<file path="src/rtl/tristate_bus_arbiter_pkg.sv">
// Shared types and helpers for the tristate bus arbiter.
//   arb_state_t : FSM states (IDLE, GRANT, GAP)
//   N_DRV       : number of tristate drivers on the bus
//   onehot3()   : driver index -> output-enable pattern
package tristate_bus_pkg;

  typedef enum logic [1:0] {IDLE, GRANT, GAP} arb_state_t;

  localparam int N_DRV = 3;

  function automatic logic [N_DRV-1:0] onehot3(input logic [1:0] idx);
    logic [N_DRV-1:0] v;
    case (idx)
      2'd0:    v = 3'b001;
      2'd1:    v = 3'b010;
      2'd2:    v = 3'b100;
      default: v = 3'b000;
    endcase
    return v;
  endfunction

endpackage

</file>
<file path="src/rtl/tristate_bus_arbiter_if.sv">
// Bus-side signal bundle for the arbiter.
//   req         : per-driver level request
//   oe          : output enables, one-hot or zero
//   grant_valid : oe != 0
//   grant_id    : current owner, 0 when idle
//   timeout     : one-cycle pulse after a hold-limit release
// master = arbiter side, slave = requester / bus side.
interface tristate_bus_arbiter_if;
  import tristate_bus_pkg::*;

  logic [N_DRV-1:0] req;
  logic [N_DRV-1:0] oe;
  logic             grant_valid;
  logic [1:0]       grant_id;
  logic             timeout;

  modport master (input req, output oe, grant_valid, grant_id, timeout);
  modport slave  (output req, input oe, grant_valid, grant_id, timeout);
endinterface

</file>
<file path="src/rtl/tristate_bus_arbiter_rr_pick.sv">
// Combinational round-robin pick over three requesters.
//   i_req    : request vector
//   i_last   : previous owner (lowest priority this round)
//   o_any    : at least one request present
//   o_winner : first requester found scanning last+1, last+2, last+3 (mod 3)
module rr_pick
  import tristate_bus_pkg::*;
(
  input  logic [N_DRV-1:0] i_req,
  input  logic [1:0]       i_last,
  output logic             o_any,
  output logic [1:0]       o_winner
);

  always_comb begin
    o_any    = |i_req;
    o_winner = 2'd0;
    case (i_last)
      2'd0: begin
        if      (i_req[1]) o_winner = 2'd1;
        else if (i_req[2]) o_winner = 2'd2;
        else               o_winner = 2'd0;
      end
      2'd1: begin
        if      (i_req[2]) o_winner = 2'd2;
        else if (i_req[0]) o_winner = 2'd0;
        else               o_winner = 2'd1;
      end
      default: begin
        if      (i_req[0]) o_winner = 2'd0;
        else if (i_req[1]) o_winner = 2'd1;
        else               o_winner = 2'd2;
      end
    endcase
  end

endmodule

</file>
<file path="src/rtl/tristate_bus_arbiter.sv">
// Round-robin output-enable arbiter for a three-driver tristate bus.
// Guarantees oe is one-hot or zero, inserts DEAD_CYCLES all-zero cycles after
// every release (break-before-make), and revokes a grant after MAX_HOLD cycles.
// All outputs are registered.
//   CLOCK   : system clock, rising edge
//   RESET_N : synchronous active-low reset
//   bus     : req in; oe, grant_valid, grant_id, timeout out
module tristate_bus_arbiter
  import tristate_bus_pkg::*;
#(
  parameter int MAX_HOLD    = 8,  // 1..255
  parameter int DEAD_CYCLES = 1   // 1..15
) (
  input  logic                         CLOCK,
  input  logic                         RESET_N,
  tristate_bus_arbiter_if.master       bus
);

  localparam logic [7:0] HOLD_LAST = 8'(MAX_HOLD - 1);
  localparam logic [3:0] GAP_LAST  = 4'(DEAD_CYCLES - 1);

  arb_state_t       r_state;
  logic [1:0]       r_owner;
  logic [1:0]       r_last;
  logic [7:0]       r_hold_cnt;
  logic [3:0]       r_gap_cnt;
  logic [N_DRV-1:0] r_oe;
  logic             r_grant_valid;
  logic             r_timeout;

  logic             w_any;
  logic [1:0]       w_winner;
  logic             w_start;
  logic             w_owner_req;
  logic             w_hold_max;

  rr_pick u_pick (
    .i_req    (bus.req),
    .i_last   (r_last),
    .o_any    (w_any),
    .o_winner (w_winner)
  );

  // The gap-end edge makes the same decision as IDLE, so both share w_start.
  assign w_start     = w_any && ((r_state == IDLE) ||
                                 ((r_state == GAP) && (r_gap_cnt == GAP_LAST)));
  // r_oe is one-hot on the owner during GRANT, so masking picks req[owner].
  assign w_owner_req = |(bus.req & r_oe);
  assign w_hold_max  = (r_hold_cnt == HOLD_LAST);

  always_ff @(posedge CLOCK) begin
    if (!RESET_N) begin
      r_state       <= IDLE;
      r_owner       <= 2'd0;
      r_last        <= 2'd2;
      r_hold_cnt    <= 8'd0;
      r_gap_cnt     <= 4'd0;
      r_oe          <= '0;
      r_grant_valid <= 1'b0;
      r_timeout     <= 1'b0;
    end else begin
      r_timeout <= 1'b0;
      if (w_start) begin
        r_state       <= GRANT;
        r_owner       <= w_winner;
        r_oe          <= onehot3(w_winner);
        r_grant_valid <= 1'b1;
        r_hold_cnt    <= 8'd0;
      end else begin
        case (r_state)
          IDLE: r_state <= IDLE;
          GRANT: begin
            // Hold limit wins over a simultaneous request drop.
            if (!w_owner_req || w_hold_max) begin
              r_state       <= GAP;
              r_last        <= r_owner;
              r_owner       <= 2'd0;
              r_oe          <= '0;
              r_grant_valid <= 1'b0;
              r_gap_cnt     <= 4'd0;
              r_timeout     <= w_hold_max;
            end else begin
              r_hold_cnt <= r_hold_cnt + 8'd1;
            end
          end
          GAP: begin
            if (r_gap_cnt == GAP_LAST) r_state   <= IDLE;
            else                       r_gap_cnt <= r_gap_cnt + 4'd1;
          end
          default: r_state <= IDLE;
        endcase
      end
    end
  end

  assign bus.oe          = r_oe;
  assign bus.grant_valid = r_grant_valid;
  assign bus.grant_id    = r_owner;
  assign bus.timeout     = r_timeout;

endmodule
</file>
<file path="src/flat_wrapper.sv">
// flat-port wrapper written by rule: the top's interface ports become plain ports
module tristate_bus_arbiter_flat import tristate_bus_pkg::*;
#(
  parameter int MAX_HOLD    = 8,           
  parameter int DEAD_CYCLES = 1           
)
  (CLOCK, RESET_N, bus_req, bus_oe, bus_grant_valid, bus_grant_id, bus_timeout);
  tristate_bus_arbiter_if bus_i ();
  input  logic CLOCK;
  input  logic RESET_N;
  input wire logic [$bits(bus_i.req)-1:0] bus_req;
  output wire logic [$bits(bus_i.oe)-1:0] bus_oe;
  output wire logic [$bits(bus_i.grant_valid)-1:0] bus_grant_valid;
  output wire logic [$bits(bus_i.grant_id)-1:0] bus_grant_id;
  output wire logic [$bits(bus_i.timeout)-1:0] bus_timeout;
  assign bus_i.req = bus_req;
  assign bus_oe = bus_i.oe;
  assign bus_grant_valid = bus_i.grant_valid;
  assign bus_grant_id = bus_i.grant_id;
  assign bus_timeout = bus_i.timeout;
  tristate_bus_arbiter #(.MAX_HOLD(MAX_HOLD), .DEAD_CYCLES(DEAD_CYCLES)) u_core (.CLOCK(CLOCK), .RESET_N(RESET_N), .bus(bus_i));
endmodule
</file>
<file path="config.mk">
export PLATFORM = sky130hd
export DESIGN_NAME = tristate_bus_arbiter_flat
export DESIGN_NICKNAME = d
export VERILOG_FILES = /design/src/rtl/tristate_bus_arbiter_pkg.sv /design/src/rtl/tristate_bus_arbiter_if.sv /design/src/rtl/tristate_bus_arbiter_rr_pick.sv /design/src/rtl/tristate_bus_arbiter.sv /design/src/flat_wrapper.sv
export SDC_FILE = /design/constraint.sdc
export NUM_CORES = 1
export LEC_CHECK = 0
export ABC_CLOCK_PERIOD_IN_PS = 3700
export CAP_MARGIN = 15
export CORE_MARGIN = 2
export CORE_UTILIZATION = 45
export DETAILED_ROUTE_END_ITERATION = 7
export GPL_ROUTABILITY_DRIVEN = 0
export GPL_TIMING_DRIVEN = 1
export PLACE_DENSITY = 0.66
export SYNTH_ARGS = -nofsm -noshare
export SYNTH_HDL_FRONTEND = slang
export SYNTH_SLANG_ARGS = --single-unit
</file>
<file path="constraint.sdc">
create_clock -name CLOCK -period 3.7 [get_ports CLOCK]
set_clock_uncertainty 0.2 [all_clocks]
set_input_delay 0.555 -clock CLOCK [delete_from_list [all_inputs] [get_ports CLOCK]]
set_output_delay 0.555 -clock CLOCK [all_outputs]
set_load 0.1 [all_outputs]
</file>
Yosys cells after proc, flatten, opt, wreduce, memory -nomap -nowiden
Cells that the tools add are included.

Register bits after elaboration: 23. Output and inout bits: 7. Logic and storage cells: 73. Input bits: 5.

Add/sub/neg operators: 2. Eq/ne operators: 11. Reductions and logical operators: 22. Bitwise operators: 5. Multiplexer cells: 24.

Operators with widths (number): $mux 2 (10); $mux 3 (3); $pmux 3 s3 (1); $add 8x1->8 const B (1); $eq 8x3->1 const B (1); $mux 4 (2); $pmux 2 s2 (2); $pmux 4 s2 (1); $reduce_and 2->1 (4); $eq 2x1->1 const B (3); $logic_not 2->1 (3); $reduce_bool 2->1 (3); $reduce_or 3->1 (2); $mux 1 (5); $add 4x1->4 const B (1); $eq 2x2->1 const B (2); $logic_not 4->1 (1); $ne 2x2->1 const B (2); $not 1->1 (4); $reduce_and 4->1 (1); $reduce_or 4->1 (1); $and 3x3->3 (1); $ne 3x1->1 const B (1); $ne 3x2->1 const B (1); other kinds (6) (8).

Logic depth before layout (Yosys ltp)
Depth after elaboration: 7. Mapped depth: 6. Depth with buffers taken out: 6.

By module
Synthesis repeated with hierarchy kept, for this count alone.

Cell total of the unflattened synthesis: 135. Area total of the unflattened synthesis: 1142.3 um2.

By module, submodules not included: tristate_bus_arbiter (cells each 125, times used 1, seq. area each 460.4 um2, area each 1086.0 um2); rr_pick (cells each 10, times used 1, seq. area each 0.0 um2, area each 56.3 um2).

Least setup slack after synthesis
Ideal clock, no wire load.

Kind: register to register. Start point: register u_core.r_oe[0], in the netlist u_core.bus.oe[0]. End point: register u_core.r_hold_cnt[3]. Data required time: 3.428 ns. Buffers on the path: 0. Library setup time: 0.072 ns. Slack: 1.226 ns. Period minus slack after synthesis: 2.474 ns. Cell stages (with the launch flop): 5. Data arrival time: 2.202 ns. Cells stage by stage: dfxtp_1 -> a222oi_1 -> a21o_1 -> or4_1 -> a21oi_1.

Word-level cells in the longest chain between the ends: 6.

Ends and longest elaborated chain: start, declared (RTL line tristate_bus_arbiter.sv:27) `logic [N_DRV-1:0] r_oe;`; start signal, assigned (RTL line tristate_bus_arbiter.sv:66) `r_oe <= onehot3(w_winner);`; $and 3x3->3 (RTL line tristate_bus_arbiter.sv:48) `assign w_owner_req = |(bus.req & r_oe);`; $reduce_or 3->1 (RTL line tristate_bus_arbiter.sv:48); $logic_not 1->1 (RTL line tristate_bus_arbiter.sv:74) `if (!w_owner_req || w_hold_max) begin`; $logic_or 1x1->1 (RTL line tristate_bus_arbiter.sv:74); $not 1->1 (no line); $reduce_and 2->1 (no line); end signal, assigned (RTL line tristate_bus_arbiter.sv:83) `r_hold_cnt <= r_hold_cnt + 8'd1;`; end, declared (RTL line tristate_bus_arbiter.sv:25) `logic [7:0] r_hold_cnt;`.

No other way between the ends. A chain may end at the register's enable or synchronous reset.

Worst setup path in the final report
Start point: register u_core.r_owner[0], in the netlist u_core.bus.grant_id[0]. End point: output bus_grant_id[0].

RTL lines: start, declared (RTL line tristate_bus_arbiter.sv:23) `logic [1:0] r_owner;`; start signal, assigned (RTL line tristate_bus_arbiter.sv:65) `r_owner <= w_winner;`; end, declared (RTL line flat_wrapper.sv:14) `output wire logic [$bits(bus_i.grant_id)-1:0] bus_grant_id;`.

No word-level cell between the ends.

==> results.md <==
* Outcome: finished, final reports clean
* Non-filler instance count after layout at approximately 170
* Slew @ Worst Pin at ~970 ps
* HPWL reported at the end of detailed placement at roughly 1600 µm
* Yosys cell types at 36
* Sequential power share at 0.551
* Crit Reg-Reg Endpoint: u_core.bus.grant_valid$_SDFFE_PN0P_
* Final global-route overflow total at 0
* First-pass GRT wire length at 3760 µm
* Crit Reg-Reg Startpoint: u_core.r_hold_cnt[0]$_SDFFE_PP0P_
* Slew Viols, Final at 0
* Setup bufs post-CTS at 0
* Clock power share at 0.238
* Share of post-route cells with drive strength above 1 at 0.0511
* Setup_tns at 0 ps
* Hold_buf cts at 0
* CTS max path bufs at 2
* Max incr delay on CP at 1140 ps
* Crit Path Max Fanout at 3
* Die width at roughly 53 µm
* Worst R2R Setup Slack at 1620 ps
* Peak supply drop at about 0.00028 V
* Number of flops mapped to enable cells by yosys at 0
* Psw at ~160 µW
* Total Routing Usage GR at 0.182
* Clk root buf: clkbuf_4
* N_diodes at 0
* Relative slew slack at 0.354
* Max cap viols at 0
* Placed cell count at roughly 160
* Drc violations at 0
* Avg Inst Size Synth at 8.68 µm²
* Setup crit start: u_core.bus.grant_id[0]$_SDFFE_PN0P_
* Critical path's top delay family: buffers and inverters
* Cell count after synthesis at 124
* Slowest stage cell, crit path: clkdlybuf4s50_1
* DR WL/cell at ~13 µm
* Post-route clock period utilization at 0.699
* Routed Antenna Nets at 0
* Prevailing post-synth register cell: dfxtp_1
* Dpl cell area at roughly 1200 µm²
* Final worst path period need at 2590 ps
* Ys Warns at 0
* Die height at between 50 and 60 µm
* Pint at 324 µW
* Initial antenna violation count at 0
* CP Launch Type: flop
* Crit path kind: reg -> out
* CTS tree: done
* Critical Path Stages at 1
* H-Tree Depth at 1
* I/O pin total at 12
* Post-DR vias/cell at 5.56
* Share of the synthesized area in the top cell type at 0.428
* Clock Sinks at 23
* Final net count at 146
* Synthesized area at 1080 µm²
* Resize count post-CTS at 0
* Post-route design area at 1240 µm²
* Worst-Skew Late Latency at about 300 ps
* Final Hold Viols at 0
* FF-to-FF path depth at 5
* Fill cell count at 211
* Worst Path Required at 2940 ps
* Asr flop ratio synth at 0
* Die area at roughly 2800 µm²
* Largest net degree at the start of global routing at 14
* DR iter-0 viols at 11
* Register area share after synthesis at 0.428
* Worst hold path type: reg -> reg
* Aggregate routed wire length at 2230 µm
* RSZ-0062 raised after global routing: false
* Row count at 17
* Initial DRT Pass Iterations at 4
* Crit path to: bus_grant_id[0]
* Top post-synthesis cells by area: dfxtp_1 43%, nand2_1 4.9%, xnor2_1 4.9%
* Area of the core at around 2200 µm²
* Switching Fraction at 0.327
* WP buf/inv at 1
* Starting density of the core at 0.482
* Crit. End Element: output pin
* Clock transition at path regs at 130 ps
* Flops & latches, synth at 23
* Final setup violation count at 0
* Area grow syn2layout at 15.3%
* Leakage at 0.000398 µW
* Buffers on Ports at 11
* CTS Buf Count at 3
* Comb power frac at 0.212
* Yosys top cell by area: dfxtp_1
* Fmax at ~390 MHz
* Crit-path cells: clkdlybuf4s50_1
* Worst Path Arrival at about 1800 ps
* P per Cell Area at 388 nW/µm²
* Vias in the first global route at 876
* Syn_nets at approximately 130
* DR vias at between 900 and 1000
worst min-delay path by stage:
stage                                              startpoint                                   to  slack [ps]  cells past startpoint
after floorplan                 u_core.r_last[0]$_SDFFE_PN0P_        u_core.r_last[0]$_SDFFE_PN0P_         250                      2
after CTS                 u_core.bus.grant_id[1]$_SDFFE_PN0P_  u_core.bus.grant_id[1]$_SDFFE_PN0P_         280                      2
after detailed placement        u_core.bus.oe[2]$_SDFFE_PN0P_        u_core.bus.oe[2]$_SDFFE_PN0P_         260                      2
after global routing            u_core.bus.oe[1]$_SDFFE_PN0P_        u_core.bus.oe[1]$_SDFFE_PN0P_         310                      2
after global placement    u_core.bus.grant_id[1]$_SDFFE_PN0P_  u_core.bus.grant_id[1]$_SDFFE_PN0P_         260                      2
final                     u_core.bus.grant_id[1]$_SDFFE_PN0P_  u_core.bus.grant_id[1]$_SDFFE_PN0P_         280                      2
tightest hold or removal path: stages, from the launching register on:
cell	delay, ps
dfxtp_1	340
nand2_1	60
o21ai_1	50
cells in the mapped netlist (2+ instances only):
| cell type | instances |
|---|---|
| or4_1 | 2 |
| a21oi_1 | 4 |
| ha_1 | 3 |
| dfxtp_1 | 23 |
| nand2_1 | 14 |
| inv_1 | 6 |
| o21ai_0 | 4 |
| nor2_1 | 8 |
| o211ai_1 | 4 |
| o31ai_1 | 2 |
| clkbuf_1 | 2 |
| o21ai_1 | 6 |
| xnor2_1 | 6 |
| nor3b_1 | 3 |
| nand2b_1 | 4 |
| nor2b_1 | 2 |
| nand3_1 | 6 |
| nor3_1 | 5 |
| o22ai_1 | 3 |
cell type report:
| class | instances | area, µm² | area share |
|---|---|---|---|
| multi-input combinational | 93 | 586 | 0.472 |
| sequential | 23 | 460 | 0.371 |
| timing repair buffer | 11 | 110 | 0.0887 |
| tap | 28 | 35.0 | 0.0282 |
| clock buffer | 3 | 22.5 | 0.0181 |
| inverter | 6 | 22.5 | 0.0181 |
| clock inverter | 1 | 5.00 | 0.00403 |
through the flow:
stage               worst slack, ps  utilization  hold WS, ps  total power (µW)
CTS                            1100        0.556          282               486
floorplan                      1230            -          248               345
global placement               1010        0.543          255               369
global route                   1060        0.556          310               502
detailed placement              921        0.543          264               372
finish                         1110        0.556          277               482
power groups by stage:
stage	registers (µW)	clock network [µW]	logic [µW]
CTS	265	119	102
finish	265	115	102
global placement	270	0	99.3
floorplan	306	0	38.5
detailed placement	270	0	101
global route	266	127	109
flip-flops by register name (all words and copies together) (netlist names):
| name | cells |
|---|---|
| u_core.r_hold_cnt | 8 |
| u_core.bus.grant_valid | 1 |
| u_core.bus.timeout | 1 |
| u_core.bus.oe | 3 |
| u_core.r_gap_cnt | 4 |
| u_core.r_state | 2 |
| u_core.bus.grant_id | 2 |
| u_core.r_last | 2 |
layout by cell type (no fill, tap or decap), types with 2 or more instances in the layout:
cell type	n
nor3b_1	3
o21ai_0	4
nor3_1	5
o211ai_1	4
inv_1	6
nor2b_1	2
nand3_1	6
o22ai_1	3
or4_1	2
ha_1	3
a21oi_1	4
clkbuf_4	3
nand2_1	14
clkdlybuf4s50_1	11
nor2_1	8
o21ai_1	6
dfxtp_1	23
o31ai_1	2
nand2b_1	4
xnor2_1	6
routing by layer:
metal	global-route usage	up-vias	part of all wire
met5	0	-	0
met4	0.0513	0	0.0054
met3	0.0254	2	0.023
met2	0.325	12	0.48
met1	0.225	424	0.49
li1	-	479	-
logic make-up after synthesis:
family | Yosys count | synth area share
AND/OR/NAND/NOR | 51 | 0.249
XOR/XNOR | 6 | 0.0488
buffers and inverters | 8 | 0.0279
multiplexers | 1 | 0.00930
adder cells (fa/ha/maj) | 3 | 0.0349
flip-flops | 23 | 0.428
AO/OA/AOI/OAI | 32 | 0.202
No activity file was read; power rests on OpenSTA's default activity.
==> RTL edit 1: new RTL, same flow settings <==
Set the package constant `N_DRV` to 6 (it was 3).
--- a/src/rtl/tristate_bus_arbiter_pkg.sv
+++ b/src/rtl/tristate_bus_arbiter_pkg.sv
@@ -6,7 +6,7 @@
 
   typedef enum logic [1:0] {IDLE, GRANT, GAP} arb_state_t;
 
-  localparam int N_DRV = 3;
+  localparam int N_DRV = 6;
 
   function automatic logic [N_DRV-1:0] onehot3(input logic [1:0] idx);
     logic [N_DRV-1:0] v;
Interface: changed (resized bus_oe and bus_req); port bits go from 12 to 18. No check against the original RTL was run, so the function may have changed too.
==> RTL edit 1 against the unedited design <==
  * Routed wire length up 6.9%
  * Design area up 6.8%
  * Worst setup slack better by 2.8 ps
  * Via count up 9.4%
  * Synthesized area up 7.8%
  * Sequential cell count unchanged
  * Total power up 4.1%
==> RTL edit 1: results <==
group,metric,value,unit
cells_and_area,fill_cells,241,
run_status,status,"completed",
route,vias,1003,
critical_path,reg2reg_from,"u_core.r_gap_cnt[0]",
cells_and_area,layout-drive-gt1-share,0.0604,
min_path,hold_depth,1,
synth,seq_area_frac_synth,0.397,
global_route,grt_pass1_wl,3810,um
power_and_ir_drop,ir_drop,0.230,mV
clock_network,root_buffer,"clkbuf_4",
synth,synth_area_leaders,"dfxtp_1 (40%), nand3_1 (4.3%), nand2_1 (3.6%), a21oi_1 (3.5%), ha_1 (3.2%)",
route,wl_per_cell,13.3,um
global_route,grtUsageTotal,0.178,
power_and_ir_drop,power_leakage,0.434,nW
synth,netlist_top_cells_count,"dfxtp_1 (23), nand2_1 (11), nand3_1 (10)",
global_route,grt_max_degree,17,
synth,netlist_instances,136,
critical_path,reg2reg_depth,6,
clock_network,cts_buffer_depth,2,
placed_design,place_area,1300,um2
route,drtIter0Drc,22,
critical_path,r2r-end,"u_core.r_hold_cnt[2]",
synth,synthXorXnorAreaFrac,0.0302,
clock_network,post-cts-setup-buffers,0,
synth,synth_mux_area_frac,0.00863,
synth,synth_fa_ha_area_frac,0.0324,
placed_design,dp_slack,831,ps
timing,max_slew_margin,0.337,
route,viasPerCell,5.60,
global_route,grt_pass1_vias,896,
clock_network,htreeDepth,1,
min_path,hp-start,"u_core.r_gap_cnt[3]",
placed_design,dp.final_hpwl,1820,um
min_path,holdPathEnd,"u_core.r_gap_cnt[3]",
cells_and_area,largest_reg_flops,8,
cells_and_area,nets,161,
placed_design,io_buffer_count,14,
synth,synth_compound_area_frac,0.195,
synth,ys_types,46,
## RTL edit 1: changes by cell type in the layout (fill, tap and decap cells not counted), sizes merged, moves of 4 or more
cell / change
o21ai: -5
a21oi: +4
o211ai: -4
nand3: +4
## RTL edit 1: per-layer routing
layer | wire (um) | vias up | track usage | share of wire
li1 | - | 518 | - | -
met3 | 74 | 2 | 0.0246 | 0.031
met5 | 0 | - | 0 | 0
met4 | 20 | 0 | 0.0875 | 0.0084
met2 | 1180 | 14 | 0.302 | 0.50
met1 | 1100 | 469 | 0.217 | 0.46
## RTL edit 1: cell type report
class	count	area (um2)	area share
multi-input cells	102	638	0.482
flip-flops and latches	23	460	0.347
repair buffers	14	140	0.106
well taps	30	37.5	0.0283
clock buffers	4	26.3	0.0198
inverters	6	22.5	0.0170
## RTL edit 1: cell families after synthesis
kind of cell | count (synthesis)
AND/OR/NAND/NOR | 58
other | 1
flip-flops | 23
buffers and inverters | 13
AO/OA/AOI/OAI | 33
multiplexers | 1
XOR/XNOR | 4
adder cells (fa/ha/maj) | 3
## RTL edit 1: worst max path at each step
stage                            from                    to  slack, ps  depth (start not counted)
2_1_floorplan        u_core.bus.oe[0]  u_core.r_hold_cnt[3]       1080                          4
4_1_cts        u_core.bus.grant_id[0]       bus_grant_id[0]       1090                          1
5_1_grt                    bus_req[0]      u_core.r_last[1]       1010                          5
3_3_place_gp               bus_req[0]  u_core.r_hold_cnt[2]        990                          5
6_report       u_core.bus.grant_id[0]       bus_grant_id[0]       1120                          1
3_5_place_dp               bus_req[0]      u_core.r_last[1]        830                          5
## RTL edit 1: report_power, final
part           total, mW  switching, mW  leakage [nW]  internal [mW]
clock network      0.113         0.0709        0.0150         0.0420
logic              0.123         0.0904         0.232         0.0329
registers          0.265        0.00862         0.187          0.257
total              0.501          0.170         0.434          0.332
==> RTL edit 2: new RTL, config.mk and constraints unchanged <==
Made on the original files. Make the reset (`RESET_N`) asynchronous in one clocked block. Comments in the files are not updated.
--- a/src/rtl/tristate_bus_arbiter.sv
+++ b/src/rtl/tristate_bus_arbiter.sv
@@ -48,7 +48,7 @@
   assign w_owner_req = |(bus.req & r_oe);
   assign w_hold_max  = (r_hold_cnt == HOLD_LAST);
 
-  always_ff @(posedge CLOCK) begin
+  always_ff @(posedge CLOCK or negedge RESET_N) begin
     if (!RESET_N) begin
       r_state       <= IDLE;
       r_owner       <= 2'd0;
Function: differs if RESET_N is asserted again (counterexample within 4 cycles, from zero or initial values and one cycle with RESET_N low); with RESET_N held inactive, the same outputs for 10 cycles.
==> RTL edit 2 against the unedited design <==
  * Worst setup slack got worse by 37 ps
  * Design area increased by 7.0%
  * Synthesized area grew 8.7%
  * Non-clock buffer count did not move
  * Sequential cell count unchanged
  * Global-route usage down 1.5 points
  * Routed wire length down 4.6%
  * Critical endpoint is now u_core.r_last[0]
  * Highest routed layer unchanged
Power is not compared: it rests on default switching activity, and its combinational part moved more than twofold at a synthesized area within 25%.
==> RTL edit 2: results <==
group,metric,value,unit
run_status,status,"completed",
global_route,grtUsageTotal,0.167,
placed_design,dp.final_hpwl,1570,um
global_route,grt_max_degree,24,
placed_design,place_area,1300,um2
cells_and_area,nets,137,
global_route,grt_pass1_vias,824,
critical_path,end_kind,"flip-flop",
route,routed_wl,2120,um
synth,seq_area_frac_synth,0.493,
cells_and_area,fill_cells,243,
synth,ys_types,40,
route,drtIter0Drc,38,
flow_run,cap_viol_max_count,0,
synth,netlist_top_cells_count,"dfrtp_1 (22), nand2_1 (17), nand3_1 (5), nor2_1 (5), xnor2_1 (5)",
route,viasPerCell,5.77,
critical_path,path_max_fanout,12,
critical_path,worstPathArrival,2620,ps
cells_and_area,layout-drive-gt1-share,0.0781,
synth,synthFlopType,"dfrtp_1",
clock_network,htreeDepth,1,
synth,async_flop_share,1.00,
synth,syn_nets,123,
synth,synth_area_leaders,"dfrtp_1 (47%), nand2_1 (5.5%), xnor2_1 (3.7%), ha_1 (3.2%), o211ai_1 (2.6%)",
global_route,grt_pass1_wl,3640,um
timing,worst_slew_pin_slew,984,ps
## RTL edit 2: worst paths after layout
check | from | to | slack [ps] | depth (start not counted)
worst min register to register | u_core.bus.grant_valid | u_core.bus.grant_valid | 340 | 2
worst max register to register | u_core.r_hold_cnt[0] | u_core.r_last[0] | 1360 | 5
min in group asynchronous | RESET_N | u_core.r_hold_cnt[6] | 580 | 1
max in group asynchronous | RESET_N | u_core.r_gap_cnt[0] | 2130 | 1
worst min-delay path | u_core.bus.grant_valid | u_core.bus.grant_valid | 340 | 2
worst max-delay path | bus_req[0] | u_core.r_last[0] | 1080 | 5
## RTL edit 2: worst max-delay path, cell delays in order
cell	delay, ps
clkdlybuf4s50_1	460
a222oi_1	790
a21oi_2	140
nor2_4	290
mux2_2	370
## RTL edit 2: cell type report
type	count	area, um2	share of cell area
clock buffers	4	26.3	0.0198
inverters	3	11.3	0.00848
multi-input cells	87	566	0.426
flip-flops and latches	23	577	0.434
well taps	30	37.5	0.0283
repair buffers	11	110	0.0829
## RTL edit 2: kinds of logic (layout without fill, tap and decap cells)
kind of cell	Yosys count	in the layout	synth area share
buffers and inverters	5	18	0.0235
adder cells (fa/ha/maj)	3	3	0.0321
flip-flops	23	23	0.493
XOR/XNOR	5	5	0.0374
AND/OR/NAND/NOR	52	52	0.245
AO/OA/AOI/OAI	24	24	0.141
multiplexers	3	3	0.0278
## RTL edit 2: metal layers
| layer | up-vias | track usage | share of wire |
|---|---|---|---|
| li1 | 449 | - | - |
| met5 | - | 0 | 0 |
| met1 | 443 | 0.225 | 0.50 |
| met3 | 3 | 0.0323 | 0.036 |
| met4 | 0 | 0.0610 | 0.012 |
| met2 | 17 | 0.266 | 0.45 |
## RTL edit 2: power by group through the flow
stage | combinational [mW] | sequential, mW | clock [mW]
after floorplan | 0.211 | 0.532 | 0
final | 0.471 | 0.363 | 0.112
after detailed placement | 0.473 | 0.366 | 0
after CTS | 0.474 | 0.362 | 0.117
after global routing | 0.505 | 0.373 | 0.126
after global placement | 0.472 | 0.364 | 0
## RTL edit 2: metrics by stage
stage | cells | setup WS [ps] | util | hold slack, ps
floorplan | 115 | 1260 | - | 59.4
detailed placement | 154 | 769 | 0.525 | 313
CTS | 158 | 1070 | 0.536 | 345
finish | 158 | 1080 | 0.536 | 337
global placement | 154 | 810 | 0.525 | 313
global route | 158 | 910 | 0.536 | 373
